`src/rtl/controle_movimento_elevador_pkg.sv`:
```
// Shared types and constants for the elevator motion controller.
// State encoding, floor count/index width and direction constants.
package pkg_elevador;

  localparam int N_ANDARES  = 4;
  localparam int LARG_ANDAR = $clog2(N_ANDARES);

  localparam logic SUBIR  = 1'b1;
  localparam logic DESCER = 1'b0;

  typedef enum logic [1:0] {
    OCIOSO  = 2'd0,
    MOVENDO = 2'd1,
    PORTA   = 2'd2
  } estado_t;

endpackage

```
`src/rtl/controle_movimento_elevador_temporizador.sv`:
```
// Tick-enabled counter used for both travel and door timing.
// Counts 0..LIMITE-1; fim_o flags the tick that completes the interval.
module temporizador_ticks #(
  parameter int LIMITE = 2,
  localparam int W = (LIMITE > 1) ? $clog2(LIMITE) : 1
) (
  input  logic         clock,
  input  logic         reset,
  input  logic         tick_i,
  input  logic         limpa_i,
  input  logic         segura_i,
  output logic [W-1:0] contagem_o,
  output logic         fim_o
);

  localparam logic [W-1:0] ULTIMO = W'(LIMITE - 1);
  localparam logic [W-1:0] UM     = W'(1);

  logic [W-1:0] cont_q;
  logic [W-1:0] cont_d;

  assign contagem_o = cont_q;
  assign fim_o      = tick_i & ~segura_i & (cont_q == ULTIMO);

  // Next count: clear wins; while held the count parks on its last value.
  always_comb begin
    cont_d = cont_q;
    if (limpa_i) begin
      cont_d = '0;
    end else if (tick_i) begin
      if (cont_q == ULTIMO) begin
        cont_d = segura_i ? cont_q : '0;
      end else begin
        cont_d = cont_q + UM;
      end
    end else begin
      cont_d = cont_q;
    end
  end

  // Counter register.
  always_ff @(posedge clock) begin
    if (reset) begin
      cont_q <= '0;
    end else begin
      cont_q <= cont_d;
    end
  end

endmodule

```
`src/rtl/controle_movimento_elevador.sv`:
```
// Elevator call scheduler and motion FSM (SCAN policy, door dwell, overload hold).
// Drives the floor index shown on the 7-segment display plus status flags.
module controle_movimento_elevador
  import pkg_elevador::*;
#(
  parameter int TICKS_POR_ANDAR = 2,
  parameter int TICKS_PORTA     = 3
) (
  input  logic                  clock,
  input  logic                  reset,
  input  logic                  tick,
  input  logic [N_ANDARES-1:0]  req_andar,
  input  logic                  sobrecarga,
  output logic [LARG_ANDAR-1:0] andar_atual,
  output logic                  porta_aberta,
  output logic                  movendo,
  output logic                  direcao,
  output logic [N_ANDARES-1:0]  pedidos
);

  localparam logic [LARG_ANDAR-1:0] TOPO  = LARG_ANDAR'(N_ANDARES - 1);
  localparam logic [LARG_ANDAR-1:0] TERREO = '0;
  localparam logic [LARG_ANDAR-1:0] UM    = LARG_ANDAR'(1);

  estado_t               estado_q, estado_d;
  logic [LARG_ANDAR-1:0] andar_q, andar_d;
  logic                  direcao_q, direcao_d;
  logic [N_ANDARES-1:0]  pedidos_q, pedidos_d;
  logic                  porta_q, movendo_q;

  logic [N_ANDARES-1:0]  pend_s, limpa_s;
  logic                  dir_s, reinicia_s;
  logic                  fim_viagem_s, fim_porta_s;

  function automatic logic a_frente(input logic [N_ANDARES-1:0] p,
                                     input logic [LARG_ANDAR-1:0] a,
                                     input logic d);
    logic r;
    r = 1'b0;
    for (int i = 0; i < N_ANDARES; i++) begin
      if (d == SUBIR ? (i > int'(a)) : (i < int'(a))) r = r | p[i];
    end
    return r;
  endfunction

  temporizador_ticks #(.LIMITE(TICKS_POR_ANDAR)) u_tempo_viagem (
    .clock(clock), .reset(reset), .tick_i(tick),
    .limpa_i(estado_q != MOVENDO), .segura_i(1'b0),
    .contagem_o(), .fim_o(fim_viagem_s)
  );

  temporizador_ticks #(.LIMITE(TICKS_PORTA)) u_tempo_porta (
    .clock(clock), .reset(reset), .tick_i(tick),
    .limpa_i((estado_q != PORTA) | reinicia_s), .segura_i(sobrecarga),
    .contagem_o(), .fim_o(fim_porta_s)
  );

  // Next-state logic; fresh calls are visible in the same cycle they arrive.
  always_comb begin
    estado_d   = estado_q;
    andar_d    = andar_q;
    direcao_d  = direcao_q;
    dir_s      = direcao_q;
    reinicia_s = 1'b0;
    pend_s     = pedidos_q | req_andar;
    case (estado_q)
      OCIOSO: begin
        if (pend_s == '0) begin
          estado_d = OCIOSO;
        end else if (pend_s[andar_q]) begin
          estado_d = PORTA;
        end else begin
          if (andar_q == TERREO) begin
            dir_s = SUBIR;
          end else if (andar_q == TOPO) begin
            dir_s = DESCER;
          end else begin
            dir_s = a_frente(pend_s, andar_q, direcao_q) ? direcao_q : ~direcao_q;
          end
          direcao_d = dir_s;
          estado_d  = sobrecarga ? OCIOSO : MOVENDO;
        end
      end
      MOVENDO: begin
        if (fim_viagem_s) begin
          if (direcao_q == SUBIR && andar_q != TOPO) begin
            andar_d = andar_q + UM;
          end else if (direcao_q == DESCER && andar_q != TERREO) begin
            andar_d = andar_q - UM;
          end else begin
            andar_d = andar_q;
          end
          if (pend_s[andar_d]) begin
            estado_d = PORTA;
          end else begin
            estado_d = a_frente(pend_s, andar_d, direcao_q) ? MOVENDO : OCIOSO;
          end
        end else begin
          estado_d = MOVENDO;
        end
      end
      PORTA: begin
        if (req_andar[andar_q]) begin
          reinicia_s = 1'b1;
        end else if (fim_porta_s) begin
          estado_d = OCIOSO;
        end else begin
          estado_d = PORTA;
        end
      end
      default: begin
        estado_d = OCIOSO;
      end
    endcase
  end

  // The floor being served drops its call; a coincident new press is absorbed.
  always_comb begin
    limpa_s = '0;
    if (estado_d == PORTA) begin
      limpa_s[andar_d] = 1'b1;
    end else begin
      limpa_s = '0;
    end
    pedidos_d = pend_s & ~limpa_s;
  end

  // State and registered status outputs.
  always_ff @(posedge clock) begin
    if (reset) begin
      estado_q  <= OCIOSO;
      andar_q   <= '0;
      direcao_q <= SUBIR;
      pedidos_q <= '0;
      porta_q   <= 1'b0;
      movendo_q <= 1'b0;
    end else begin
      estado_q  <= estado_d;
      andar_q   <= andar_d;
      direcao_q <= direcao_d;
      pedidos_q <= pedidos_d;
      porta_q   <= (estado_d == PORTA);
      movendo_q <= (estado_d == MOVENDO);
    end
  end

  assign andar_atual  = andar_q;
  assign porta_aberta = porta_q;
  assign movendo      = movendo_q;
  assign direcao      = direcao_q;
  assign pedidos      = pedidos_q;

endmodule

```
`config.mk`:
```
export PLATFORM = sky130hd
export DESIGN_NAME = controle_movimento_elevador
export DESIGN_NICKNAME = d
export VERILOG_FILES = /design/src/rtl/controle_movimento_elevador_pkg.sv /design/src/rtl/controle_movimento_elevador_temporizador.sv /design/src/rtl/controle_movimento_elevador.sv
export SDC_FILE = /design/constraint.sdc
export NUM_CORES = 1
export LEC_CHECK = 0
export ABC_AREA = 1
export BUFFER_PORTS_ARGS = -buffer_cell sky130_fd_sc_hd__buf_2
export CAP_MARGIN = 10
export CORE_MARGIN = 2
export CORE_UTILIZATION = 25
export CTS_CLUSTER_SIZE = 14
export DETAILED_ROUTE_END_ITERATION = 6
export GPL_ROUTABILITY_DRIVEN = 0
export GPL_TIMING_DRIVEN = 0
export PLACE_DENSITY = 0.49
export SYNTH_ARGS = -nofsm -noshare
export SYNTH_HDL_FRONTEND = slang
export SYNTH_HIERARCHICAL = 1
export SYNTH_SLANG_ARGS = --single-unit
```
`constraint.sdc`:
```
create_clock -name clock -period 1.59 [get_ports clock]
set_input_delay 0.318 -clock clock [delete_from_list [all_inputs] [get_ports clock]]
set_output_delay 0.318 -clock clock [all_outputs]
set_load 0.01 [all_outputs]
```
==> results of run 1 <==
[registers in the layout, indices dropped and copies added, names as in the netlist]
name	flops
andar_atual	2
direcao	1
estado_q	2
movendo	1
pedidos	4
porta_aberta	1
u_tempo_porta/contagem_o	2
u_tempo_viagem/contagem_o	1
[stage by stage]
| step | hold slack [ps] | instances | setup WS [ps] | area (µm²) |
|---|---|---|---|---|
| 3_5_place_dp | 503 | 215 | -280 | 1130 |
| 2_1_floorplan | 459 | 151 | 5.70 | 986 |
| 4_1_cts | 343 | 230 | -36.4 | 1340 |
| 6_report | 345 | 231 | -21.5 | 1380 |
| 3_3_place_gp | 495 | 215 | -258 | 1130 |
| 5_1_grt | 347 | 231 | -146 | 1380 |
[layout make-up]
type / instances / area, µm² / area share, %
multi-input combinational: 114 / 693 / 50.3
sequential: 14 / 289 / 21.0
timing repair buffer: 28 / 174 / 12.6
inverter: 22 / 95.1 / 6.90
tap: 48 / 60.1 / 4.36
clock buffer: 4 / 55.1 / 4.00
buffer: 1 / 11.3 / 0.817
[how the worst max path moves through the flow]
| stage | startpoint | cells past startpoint | endpoint |
|---|---|---|---|
| finish | andar_atual[0] | 8 | pedidos[0] |
| global route | andar_atual[1] | 14 | movendo |
| detailed placement | andar_atual[0] | 12 | pedidos[2] |
| global placement | andar_atual[0] | 12 | pedidos[2] |
| floorplan | andar_atual[0] | 12 | pedidos[0] |
| CTS | andar_atual[0] | 9 | pedidos[2] |
[synth_stat cells (all sizes together)]
cell and n:
or2 2, o21ai 5, dfxtp 14, nor3 1, nand3 12, nand2 41
ha 6, nand4 3, buf 1, nor2 20, o221ai 1, a31oi 2
o211ai 4, o22ai 1, a21oi 14, conb 1, o31ai 1, inv 22
[logic make-up (layout without fill, tap and decap cells)]
kind of cell / after synthesis / count (layout) / synth area share (%)
AOI/OAI and AO/OA: 28 / 28 / 16.8
adders and majority gates: 6 / 6 / 7.65
buffers and inverters: 23 / 55 / 9.57
DFF: 14 / 14 / 28.6
other: 1 / 1 / 0.382
and+or+nand+nor: 79 / 79 / 37.0
[power by group]
part,switching [W],total [W],internal [W]
Sequential,0.0000211,0.000394,0.000373
Clock,0.000125,0.000345,0.000219
Combinational,0.000135,0.000218,0.0000830
Total,0.000282,0.000957,0.000675
[per-layer routing]
metal / global-route usage [%] / up-vias / wire (µm)
li1: - / 555 / -
met1: 17.5 / 500 / 1300
met2: 22.8 / 20 / 1330
met3: 0.507 / 2 / 72
met4: 4.59 / 0 / 27
met5: 0 / - / 0
[critical path, stage by stage, from the launching register on]
cell	delay [ps]
dfxtp_4	400
inv_8	50
ha_4	230
nand2_1	70
nand2_2	110
o21ai_1	320
inv_1	100
nor2_1	150
a21oi_2	70
[timing repair]
action                                  4_1_cts  5_1_grt
resized for setup                            23        9
pin swaps                                    11       15
endpoints found under the setup margin       10        9
buffers inserted                             12        1
==> flow_metrics.tcl, run 1 <==
set metrics [dict create \
    timing.hold.worst_endpoint "u_tempo_porta/contagem_o[1]" \
    clk_latency_ps 240 \
    final_util_pct 37.1 \
    die_h_um 66.6 \
    min_from "sobrecarga" \
    p_leak_nw 0.630 \
    mostFrequentLayoutCell "nand2_1" \
    fin_crit_sh_pct 101 \
    crit_type "reg -> reg" \
    vias_per_cell 4.66 \
    crit_path_end_kind "flip-flop" \
    grt_overflow 0 \
    final_max_slew_viol_count 0 \
    yosys.cell_types.count 24 \
    rsz0062_at_grt "yes" \
    finalNetCount 198 \
    clkTransAtPathRegs_ps 60 \
    synth_nets 165 \
    antenna_found_initial 0 \
    drc 0 \
    yosysTopAreaCellShare_pct 28.6 \
    violations "negative setup slack" \
    numCtsBuffers 3 \
    grt.total_usage_pct 13.2 \
    synth_largest_area_cell "dfxtp_1" \
    die_width_um 66.6 \
    grt_first_pass_wirelength_mm 4.49 \
    finalSetupViolations 3 \
    report.power.total_w 0.000957 \
    required_ps 1730 \
    hold_viol 0 \
    fillCellCount 398 \
    grt_pass1_vias 1004 \
    grt_max_degree 9 \
    h-tree-depth 1 \
    clock_skew_ps 1.95 \
    wire_per_inst_um 11.8 \
    detail-route-antenna-nets 0 \
    ir_drop_v 0.000426 \
    ys_ff_latch 14 \
    core_um2 3720 \
    ys_warn_count 6 \
    cp_data_arrival_time_ps 1750 \
    wl_mm 2.73 \
    io_pins 17 \
    final_cell_mix "nand2_1, inv_1, nor2_1, buf_2" \
    postCtsHoldBufs 0 \
    vias 1077 \
    hold_class "in -> reg" \
    fp-row-count 22 \
    drt_iter0_markers 33 \
    ys_seq_area_share_pct 28.6 \
    cts_tree "done" \
    synthTopCellsByArea "dfxtp_1, nand2_1, ha_1, inv_1, a21oi_1" \
    rr_startpoint "andar_atual[0]" \
    p_per_area_nw_per_um2 694 \
    dieArea_um2 4440 \
    max_cap_violations 0 \
    finalWorstSetupSlack_ps -21.5 \
    critPathMaxFanout 6 \
    synth.avg_cell_area_um2 6.50 \
    cts.sinks 14 \
    initial_core_util_pct 26.4 \
    fmax_ghz 0.621 \
    syn_to_final_growth_pct 40.4 \
    tns_ps -36.5 \
    diodes 0 \
    dr.pass1.iters 4 \
    period_needed_ps 1610 \
    rrSetupSlack_ps -20 \
    status "finished with violations" \
    reg2reg_to "pedidos[0]" \
    hold_path_depth 3 \
    layout-drive-gt1-share_pct 37.2 \
    clock_path_buffers 2 \
    port_buffers 16 \
    r2r_cells 8 \
    root_buffer "clkbuf_8" \
    netlist_area_um2 981 \
    worstSetupStartpointType "flip-flop" \
    synth_cells 151 \
    dpl.hpwl_mm 1.97 \
]
Note: power is estimated with default switching activity, not from simulation.
==> inputs of run 2 (changes only) <==
ABC_AREA = unset   (was 1)
CORE_ASPECT_RATIO = 2   (was unset)
==> flow_metrics.tcl, run 2 <==
set metrics [dict create \
    wire_per_inst_um 16.2 \
    max_slew_margin_pct 64.4 \
    vias_per_cell 5.41 \
    final_max_slew_viol_count 0 \
    layout-drive-gt1-share_pct 46.9 \
    antenna_found_initial 0 \
    cp_data_arrival_time_ps 2060 \
    port_buffers 16 \
    fp-row-count 33 \
    grt_first_pass_wirelength_mm 5.24 \
    wl_mm 3.23 \
    vias 1076 \
    yosys-top-cells-count "dfxtp_1, o21ai_0, nor2_1" \
    ys_warn_count 6 \
    yosys.cell_types.count 48 \
    synthMuxAreaShare_pct 8.65 \
    yosys.area_share.simple_pct 24.0 \
    grt_max_degree 11 \
    async_flop_share_pct 0 \
    finalNetCount 162 \
    yosysTopAreaCellShare_pct 26.9 \
    io_pins 17 \
    ys_ff_latch 14 \
    dp_slack_ps -453 \
    fmax_ghz 0.529 \
    worstSetupStartpointType "flip-flop" \
    synthAdderAreaFrac_pct 7.21 \
    rsz0062_at_grt "yes" \
    diodes 0 \
    synth-edff-count 0 \
    cts_tree "done" \
    p_per_area_nw_per_um2 715 \
    dr.pass1.iters 4 \
    largest_register_ffs 4 \
    ir_drop_v 0.000597 \
    grt.total_usage_pct 14.6 \
    final_cell_mix "buf_2, dfxtp_1, buf_4" \
    clk_latency_ps 250 \
    dieArea_um2 4730 \
    initial_core_util_pct 25.7 \
    hold_class "in -> reg" \
    drt_iter0_markers 33 \
    max_cap_violations 0 \
    violations "negative setup slack" \
    synth_compound_area_share_pct 28.6 \
    clock_path_buffers 2 \
    fillCellCount 454 \
    grt_pass1_vias 1118 \
    syn_to_final_growth_pct 44.0 \
    clock_skew_ps 1.94 \
    finalSetupViolations 10 \
    synth_largest_area_cell "dfxtp_1" \
    detail-route-antenna-nets 0 \
    p_leak_nw 0.571 \
    mostFrequentLayoutCell "buf_2" \
    synth.avg_cell_area_um2 8.97 \
    regArea_um2 288 \
    dpl.hpwl_mm 2.42 \
    ys_seq_area_share_pct 26.9 \
    synth_nets 130 \
    critPathMaxFanout 6 \
    drc 0 \
    h-tree-depth 1 \
    worst-slew-pin-transition_ps 526 \
    grt_overflow 0 \
    ys.flop_type "dfxtp_1" \
    synthTopCellsByArea "dfxtp_1, ha_1, o21ai_0, a211oi_2, nor2_1" \
    numCtsBuffers 3 \
    clkTransAtPathRegs_ps 60 \
    finalWorstSetupSlack_ps -300 \
    die_width_um 49.6 \
    fin_crit_sh_pct 119 \
    die_h_um 95.3 \
    core_um2 4050 \
    multiInputGateArea_um2 871 \
    crit_type "reg -> reg" \
    cts.sinks 14 \
    synth_cells 116 \
    period_needed_ps 1890 \
    status "finished with violations" \
    required_ps 1760 \
    netlist_area_um2 1040 \
    root_buffer "clkbuf_8" \
    crit_path_end_kind "flip-flop" \
    synth_top_family_by_area "compound AO/OA/AOI/OAI gates" \
    final_util_pct 37.0 \
    hold_viol 0 \
    synth_xor_area_share_pct 0.841 \
    yosysMostFrequentCell "dfxtp_1" \
]
-- run 2: cell types whose count changed after synthesis, sizes merged, moves of 4 or more --
cell	delta
nand3	-10
a211oi	+5
nand2b	+5
a21oi	-10
inv	-19
o211ai	-4
and2	+4
nand2	-36
o21ai	+6
nor2	-11
-- run 2: final timing paths --
kind	start	endpoint	slack (ps)	cells after the start
hold reg to reg	u_tempo_viagem/contagem_o	u_tempo_viagem/contagem_o	510	2
setup / recovery	andar_atual[1]	pedidos[2]	-300	5
setup reg to reg	andar_atual[1]	pedidos[2]	-300	5
hold / removal	reset	u_tempo_viagem/contagem_o	270	2
-- run 2: layout make-up --
| cell class | instances | share of cell area, % |
|---|---|---|
| Multi-Input combinational cell | 95 | 58.1 |
| Sequential cell | 14 | 19.2 |
| Timing Repair Buffer | 27 | 11.4 |
| Tap cell | 52 | 4.34 |
| Clock buffer | 4 | 3.67 |
| Inverter | 4 | 2.00 |
| Buffer | 3 | 1.34 |
-- run 2: report_power, final --
part	total [W]	switching, W	leakage (nW)	internal (W)
combinational	0.000304	0.000161	0.426	0.000143
sequential	0.000403	0.0000272	0.117	0.000376
clock	0.000363	0.000144	0.0288	0.000220
total	0.00107	0.000332	0.571	0.000739
-- run 2: cells by family after synthesis --
logic type,count (synthesis)
adders and majority gates,6
AOI/OAI and AO/OA,38
other,1
xor gates and xnor gates,1
and+or+nand+nor,43
muxes,6
buffers and inverters,7
DFF,14
-- run 2: layer usage --
layer / wire [µm] / global-route usage [%]
met5: 0 / 0
met4: 88 / 7.64
met3: 122 / 1.72
met2: 1880 / 30.1
met1: 1140 / 13.2
-- run 2: what timing repair did --
item                       CTS  global route
gates resized for setup     11            14
setup buffers                8             3
pin swaps                    4             4
setup endpoints to repair   10            10
hold buffers                 0             0
-- run 2: stage by stage --
stage / hold WS [ps] / setup TNS, ps / instance area (µm²) / std cells / total power, W
finish: 272 / -2480 / 1500 / 199 / 0.00107
global route: 275 / -3180 / 1500 / 199 / 0.00111
CTS: 267 / -2360 / 1430 / 196 / 0.00105
detailed placement: 489 / -3690 / 1270 / 184 / 0.000672
global placement: 478 / -3530 / 1270 / 184 / 0.000668
floorplan: 392 / -1480 / 1120 / 116 / 0.000591
-- run 2: critical path, stage by stage, from the launching register on --
cell	delay, ps
dfxtp_4	410
mux4_2	540
nand2b_4	150
a32o_1	220
a211o_4	310
a211oi_2	180
